**src/rtl/ticket_pkg.sv**
```systemverilog
// Shared types and constants for the ticket vendor: FSM states and bill unit values.
package ticket_pkg;

    typedef logic [2:0] units_t;

    typedef enum logic [1:0] {
        StReady,
        StBill,
        StDispense,
        StChange
    } state_e;

    localparam units_t TEN_UNITS    = 3'd1;
    localparam units_t TWENTY_UNITS = 3'd2;
    localparam units_t FIFTY_UNITS  = 3'd5;

endpackage

```
**src/rtl/ticket_vendor_if.sv**
```systemverilog
// Bill validator / dispenser-side signal bundle for the ticket vendor.
// Error exists only when TICKET_MULTIBILL_ERR_EN is defined.
interface ticket_vendor_if #(
    parameter int unsigned CREDIT_W = 4
);
    logic                ten;
    logic                twenty;
    logic                fifty;
    logic                cancel;
    logic                ready;
    logic                bill;
    logic                dispense;
    logic                change;
    logic [CREDIT_W-1:0] credit;
`ifdef TICKET_MULTIBILL_ERR_EN
    logic                error;

    modport master (
        output ten, twenty, fifty, cancel,
        input  ready, bill, dispense, change, credit, error
    );
    modport slave (
        input  ten, twenty, fifty, cancel,
        output ready, bill, dispense, change, credit, error
    );
`else
    modport master (
        output ten, twenty, fifty, cancel,
        input  ready, bill, dispense, change, credit
    );
    modport slave (
        input  ten, twenty, fifty, cancel,
        output ready, bill, dispense, change, credit
    );
`endif
endinterface

```
**src/rtl/ticket_bill_decode.sv**
```systemverilog
// Combinational bill strobe decoder: one-hot check, multi-bill flag and unit value.
module ticket_bill_decode
    import ticket_pkg::*;
(
    input  logic   ten_i,
    input  logic   twenty_i,
    input  logic   fifty_i,
    output logic   valid_o,
    output logic   multi_o,
    output units_t units_o
);

    always_comb begin
        valid_o = 1'b0;
        multi_o = 1'b0;
        units_o = '0;
        case ({ten_i, twenty_i, fifty_i})
            3'b000: ;
            3'b100: begin
                valid_o = 1'b1;
                units_o = TEN_UNITS;
            end
            3'b010: begin
                valid_o = 1'b1;
                units_o = TWENTY_UNITS;
            end
            3'b001: begin
                valid_o = 1'b1;
                units_o = FIFTY_UNITS;
            end
            default: multi_o = 1'b1;
        endcase
    end

endmodule

```
**src/rtl/ticket_vendor.sv**
```systemverilog
// Ticket vendor FSM: accumulates bill credit, dispenses one ticket and pays change
// one unit per cycle. Optional multi-bill Error output under TICKET_MULTIBILL_ERR_EN.
module ticket_vendor
    import ticket_pkg::*;
#(
    parameter int unsigned PRICE    = 4,
    parameter int unsigned CREDIT_W = 4
) (
    input  logic            clk_i,
    input  logic            rst_ni,
    ticket_vendor_if.slave  vend_io
);

    localparam logic [CREDIT_W-1:0] PriceW = CREDIT_W'(PRICE);

    state_e              state_q, state_d;
    logic [CREDIT_W-1:0] credit_q, credit_d;

    logic                dec_valid;
    logic                dec_multi;
    units_t              dec_units;
    logic [CREDIT_W-1:0] units_w;
    logic [CREDIT_W-1:0] bill_sum;

    ticket_bill_decode u_decode (
        .ten_i    (vend_io.ten),
        .twenty_i (vend_io.twenty),
        .fifty_i  (vend_io.fifty),
        .valid_o  (dec_valid),
        .multi_o  (dec_multi),
        .units_o  (dec_units)
    );

    // Zero when no single bill is present, so cancel can add it unconditionally.
    assign units_w  = dec_valid ? CREDIT_W'(dec_units) : '0;
    assign bill_sum = credit_q + units_w;

    always_comb begin
        state_d  = state_q;
        credit_d = credit_q;
        unique case (state_q)
            StReady: begin
                if (dec_valid) begin
                    credit_d = units_w;
                    state_d  = (units_w < PriceW) ? StBill : StDispense;
                end
            end
            StBill: begin
                if (vend_io.cancel) begin
                    credit_d = bill_sum;
                    state_d  = StChange;
                end else if (dec_valid) begin
                    credit_d = bill_sum;
                    state_d  = (bill_sum < PriceW) ? StBill : StDispense;
                end
            end
            StDispense: begin
                credit_d = credit_q - PriceW;
                state_d  = (credit_d != '0) ? StChange : StReady;
            end
            StChange: begin
                credit_d = credit_q - CREDIT_W'(1);
                state_d  = (credit_d == '0) ? StReady : StChange;
            end
            default: begin
                state_d  = StReady;
                credit_d = '0;
            end
        endcase
    end

    always_ff @(posedge clk_i) begin
        if (!rst_ni) begin
            state_q  <= StReady;
            credit_q <= '0;
        end else begin
            state_q  <= state_d;
            credit_q <= credit_d;
        end
    end

    assign vend_io.ready    = (state_q == StReady);
    assign vend_io.bill     = (state_q == StBill);
    assign vend_io.dispense = (state_q == StDispense);
    assign vend_io.change   = (state_q == StChange);
    assign vend_io.credit   = credit_q;

`ifdef TICKET_MULTIBILL_ERR_EN
    logic error_q, error_d;

    assign error_d = dec_multi && ((state_q == StReady) || (state_q == StBill));

    always_ff @(posedge clk_i) begin
        if (!rst_ni) begin
            error_q <= 1'b0;
        end else begin
            error_q <= error_d;
        end
    end

    assign vend_io.error = error_q;
`else
    logic unused_multi;
    assign unused_multi = dec_multi;
`endif

endmodule
```
**src/flat_wrapper.sv**
```systemverilog
// flat-port wrapper written by rule: the top's interface ports become plain ports
module ticket_vendor_flat import ticket_pkg::*;
#(
    parameter int unsigned PRICE    = 4,
    parameter int unsigned CREDIT_W = 4
)
  (clk_i, rst_ni, vend_io_ten, vend_io_twenty, vend_io_fifty, vend_io_cancel, vend_io_ready, vend_io_bill, vend_io_dispense, vend_io_change, vend_io_credit);
  ticket_vendor_if #(.CREDIT_W(CREDIT_W)) vend_io_i ();
  input  logic clk_i;
  input  logic rst_ni;
  input wire logic [$bits(vend_io_i.ten)-1:0] vend_io_ten;
  input wire logic [$bits(vend_io_i.twenty)-1:0] vend_io_twenty;
  input wire logic [$bits(vend_io_i.fifty)-1:0] vend_io_fifty;
  input wire logic [$bits(vend_io_i.cancel)-1:0] vend_io_cancel;
  output wire logic [$bits(vend_io_i.ready)-1:0] vend_io_ready;
  output wire logic [$bits(vend_io_i.bill)-1:0] vend_io_bill;
  output wire logic [$bits(vend_io_i.dispense)-1:0] vend_io_dispense;
  output wire logic [$bits(vend_io_i.change)-1:0] vend_io_change;
  output wire logic [$bits(vend_io_i.credit)-1:0] vend_io_credit;
  assign vend_io_i.ten = vend_io_ten;
  assign vend_io_i.twenty = vend_io_twenty;
  assign vend_io_i.fifty = vend_io_fifty;
  assign vend_io_i.cancel = vend_io_cancel;
  assign vend_io_ready = vend_io_i.ready;
  assign vend_io_bill = vend_io_i.bill;
  assign vend_io_dispense = vend_io_i.dispense;
  assign vend_io_change = vend_io_i.change;
  assign vend_io_credit = vend_io_i.credit;
  ticket_vendor #(.PRICE(PRICE), .CREDIT_W(CREDIT_W)) u_core (.clk_i(clk_i), .rst_ni(rst_ni), .vend_io(vend_io_i));
endmodule
```
**config.mk**
```make
export PLATFORM = sky130hd
export DESIGN_NAME = ticket_vendor_flat
export DESIGN_NICKNAME = d
export VERILOG_FILES = /design/src/rtl/ticket_pkg.sv /design/src/rtl/ticket_vendor_if.sv /design/src/rtl/ticket_bill_decode.sv /design/src/rtl/ticket_vendor.sv /design/src/flat_wrapper.sv
export SDC_FILE = /design/constraint.sdc
export NUM_CORES = 1
export LEC_CHECK = 0
export BUFFER_PORTS_ARGS = -buffer_cell sky130_fd_sc_hd__buf_4
export CAP_MARGIN = 30
export CORE_MARGIN = 2
export CORE_UTILIZATION = 35
export DETAILED_ROUTE_END_ITERATION = 7
export SLEW_MARGIN = 10
export SYNTH_ARGS = -nofsm -noshare
export SYNTH_HDL_FRONTEND = slang
export SYNTH_HIERARCHICAL = 1
export SYNTH_SLANG_ARGS = --single-unit
```
**constraint.sdc**
```tcl
create_clock -name clk_i -period 5.27 [get_ports clk_i]
set_clock_uncertainty 0.2 [all_clocks]
set_input_delay 1.054 -clock clk_i [delete_from_list [all_inputs] [get_ports clk_i]]
set_output_delay 1.054 -clock clk_i [all_outputs]
set_load 0.02 [all_outputs]
```
Word level (Yosys, flattened, before mapping)
Index checks and enable logic that the tools add are counted.

Register bits: 6. Input bits: 6. Word-level logic and storage cells: 35. Output and inout port bits: 8.

$add $sub $neg: 3. Equality and inequality tests: 8. Reduce and logical (&&, ||, !) cells: 5. Muxes and demuxes: 15. Magnitude comparators: 2.

Operators by type and width (count): one-hot mux 4 bit (4 select lines) (1); 2-to-1 mux 2 bit (7); 2-to-1 mux 4 bit (3); one-hot mux 3 bit (3 select lines) (1); less-than comparator 4 x 3 -> 1 bit (second input constant) (2); one-hot mux 2 bit (4 select lines) (1); adder 4 bit (1); equality test 2 bit (second input constant) (2); logical NOT 4 bit (1); nonzero test 4 bit (1); subtractor 4 x 1 -> 4 bit (second input constant) (1); subtractor 4 x 3 -> 4 bit (second input constant) (1); equality test 3 x 1 -> 1 bit (second input constant) (1); equality test 3 x 2 -> 1 bit (second input constant) (1); equality test 3 bit (second input constant) (1); 2-to-1 mux 3 bit (1); inequality test 3 x 2 -> 1 bit (second input constant) (1); OR reduction 3 bit (1); equality test 2 x 1 -> 1 bit (second input constant) (1); logical NOT 2 bit (1); inequality test 2 x 1 -> 1 bit (second input constant) (1); AND reduction 2 bit (1); 2-to-1 mux 1 bit (1).

Logic depth before layout (Yosys ltp)
Depth in word-level cells: 10. Depth in mapped cells: 10. Mapped depth without buffers: 10.

Cells and area by module
Netlist, hierarchy kept.

By module, submodules not included: ticket_vendor (instances 1, area each 681.9 sq um, cells an instance 91, sequential area each 120.1 sq um); ticket_bill_decode (instances 1, area each 50.0 sq um, cells an instance 6, sequential area each 0.0 sq um).

Worst setup path before layout
Ideal clock, no wire load.

Path kind: input to register. From: in vend_io_ten. To: reg u_core.state_q[0]. Cell stages on the path: 10. Path slack: 1792 ps. Arrival: 3208 ps. Cells stage by stage: xnor2_1 -> o21bai_1 -> and2_1 -> ha_1 -> inv_1 -> fa_1 -> or4b_1 -> o32ai_1 -> o41ai_1 -> a21oi_1.

Word-level cells in the longest chain between the ends: 10.

Ends and longest elaborated chain: start, declared (RTL line flat_wrapper.sv:11) `input wire logic [$bits(vend_io_i.ten)-1:0] vend_io_ten;`; equality test 3 x 1 -> 1 bit (tied with other cells) (RTL line ticket_bill_decode.sv:17) `case ({ten_i, twenty_i, fifty_i})`; OR reduction 3 bit (no source line) (*); 2-to-1 mux 1 bit (*) (RTL line ticket_bill_decode.sv:17); net u_core.dec_valid (RTL line ticket_vendor.sv:19) `logic dec_valid;`; 2-to-1 mux 3 bit (RTL line ticket_vendor.sv:35) `assign units_w = dec_valid ? CREDIT_W'(dec_units) : '0;`; adder 4 bit (RTL line ticket_vendor.sv:36) `assign bill_sum = credit_q + units_w;`; less-than comparator 4 x 3 -> 1 bit (RTL line ticket_vendor.sv:54) `state_d = (bill_sum < PriceW) ? StBill : StDispense;`; 2-to-1 mux 2 bit (RTL line ticket_vendor.sv:54); 2-to-1 mux 2 bit (RTL line ticket_vendor.sv:52) `end else if (dec_valid) begin`; 2-to-1 mux 2 bit (RTL line ticket_vendor.sv:49) `if (vend_io.cancel) begin`; one-hot mux 2 bit (4 select lines) (RTL line ticket_vendor.sv:41) `unique case (state_q)`; end signal, assigned (RTL line ticket_vendor.sv:74) `state_q <= StReady;`; end signal, assigned (RTL line ticket_vendor.sv:77) `state_q <= state_d;`; end, declared (RTL line ticket_vendor.sv:16) `state_e state_q, state_d;`.

The timed path passes the listed nets; every way through them passes the cells marked *. The select of a mux whose other input is x is not followed. A chain may end at the register's enable or synchronous reset.

Worst setup path in the final report
Same ends and word-level chain as after synthesis.

==> run_results.csv <==
group,metric,value,unit
status,status,"completed",
clock_network,tritoncts,"built",
critical_path,r2r-end,"u_core/state_q[0]",
grt,grtUsageMet2,0.2793,
timing,slew_headroom,0.6714,
floorplan,initial_core_util,0.3680,
run,drv_cap,0,
drt,viasPerCell,5.735,
finish,mostFrequentLayoutCell,"buf_4",
grt,grt_util_met3,0.03988,
finish,nNetsFinal,124,
finish,postLayoutCellArea,858.3,µm²
floorplan,die_h,49.42,µm
place,place_congestion,0.8133,
floorplan,num_rows,16,
grt,grt_antenna_before_repair,0,
logic_synthesis,netlist_instances,96,
power_and_ir_drop,p_leak,0.3614,nW
timing,timing.hold.ws,0.3748,ns
drt,vias,780,
drt,first_pass_iters,7,
clock_network,hold_buffers,0,
critical_path,critPathCaptureType,"flip-flop",
clock_network,cts_made_buffers,3,
finish,final_core_util,0.4375,
timing,min_period,3.600,ns
logic_synthesis,syn_avg_cell_area,7.520,µm²
worst_hold_path,hold_start,"u_core/vend_io.credit[1]",
clock_network,clkTransAtPathRegs,0.05,ns
grt,grt_busiest_layer,"met2",
critical_path,worstPathMaxFanout,8,
power_and_ir_drop,powerDensity,298.9,nW/µm²
timing,tightest_slew,0.4922,ns
floorplan,core,1962,µm²
clock_network,cts-root-buf,"clkbuf_4",
grt,grt_pass1_wl,3.256,mm
grt,track_usage,0.1731,
timing,post-route-period-util,0.6831,
clock_network,insertion_delay,0.24,ns
clock_network,cts_setup_buffers,0,
clock_network,cts.sinks,6,
critical_path,r2r_slack,2.85,ns
critical_path,cp-start-kind,"input port",
power_and_ir_drop,max-vdd-ir-drop,106.0,µV
power_and_ir_drop,total_power,0.2565,mW
place,port-buffer-count,13,
logic_synthesis,yosysWarnings,6,
finish,areaGrowthSynthToFinish,18.89,%
finish,diodes,0,
drt,drc,0,
grt,grt_max_degree,17,
floorplan,die_w,49.42,µm
worst_hold_path,min_path_type,"reg2reg",
grt,grt_use_met1,0.2249,
finish,final_cell_mix,"13 x buf_4, 10 x nand2_1, 9 x inv_1",
place,place_area,835.8,µm²
worst_hold_path,whs_path_depth,2,
floorplan,io_pins,14,
critical_path,worstReg2RegStart,"u_core/vend_io.credit[0]",
logic_synthesis,synth_fp_nets,109,
finish,drive_gt1_frac,0.1743,
drt,wl_per_cell,13.43,µm
drt,finalWirelength,1.826,mm
critical_path,cp.arrival,3.58,ns
timing,setup_violations,0,
timing,max_clock_freq,277.8,MHz
drt,drt_iter0_markers,21,
place,hpwl,1.433,mm
clock_network,cts_resized,0,
critical_path,critPathKind,"in2reg",
timing,report.final.slew_viol_count,0,
worst_hold_path,holdPathEnd,"u_core/vend_io.credit[1]",
clock_network,h-tree-depth,1,
timing,setup_tns,0,ns
floorplan,dieArea,2442,µm²
logic_synthesis,mappedNetlistArea,721.9,µm²
critical_path,required,5.25,ns
grt,grt_overflow,0,
drt,ant_nets,0,
critical_path,rr_worst_depth,7,
clock_network,cts_buffer_depth,2,
grt,grt_pass1_vias,701,
timing,rsz0062_at_grt,"no",
timing,hold_viol,0,
-- worst max-delay path, stage by stage --
cell and delay [ns]:
buf_4 0.12, xnor2_1 0.13, o21bai_1 0.39, and2_1 0.22, ha_1 0.19, inv_1 0.06
fa_1 0.46, or4b_1 0.53, o32ai_1 0.15, o41ai_1 0.12, a21oi_1 0.15
-- where the power goes --
group | switching [mW] | internal, mW | leakage [nW]
Sequential | 0.0241 | 0.0546 | 0.0494
Combinational | 0.0739 | 0.0603 | 0.298
Clock | 0.0176 | 0.0258 | 0.0138
-- state kept, by name, summed over array words and instances (netlist names) --
register               count
u_core/vend_io.credit      4
u_core/state_q             2
-- metrics by stage --
stage | worst slack, ns | cells
after global routing | 1.464 | 136
after global placement | 1.486 | 133
after floorplan | 1.792 | 96
final | 1.670 | 136
after detailed placement | 1.422 | 133
after CTS | 1.653 | 136
-- layout make-up --
cell class	instances	area [µm²]
Fill cell	226	1104
Multi-Input combinational cell	78	550.5
Sequential cell	6	120.1
Timing Repair Buffer	13	97.59
Inverter	9	33.78
Tap cell	27	33.78
Clock buffer	3	22.52
-- routing by layer --
layer / vias to the layer above / wire, µm
met5: - / 0
met4: 0 / 17
met3: 2 / 67
met2: 22 / 891
met1: 368 / 849
li1: 388 / -
-- worst max-delay path by stage --
stage / end / depth (start not counted) / from
floorplan: u_core/state_q[0] / 10 / vend_io_ten
global placement: u_core/state_q[0] / 11 / vend_io_fifty
detailed placement: u_core/state_q[0] / 11 / vend_io_ten
CTS: u_core/state_q[0] / 11 / vend_io_ten
global route: u_core/state_q[0] / 11 / vend_io_fifty
finish: u_core/state_q[0] / 11 / vend_io_ten
Note: power is estimated with default switching activity, not from simulation.
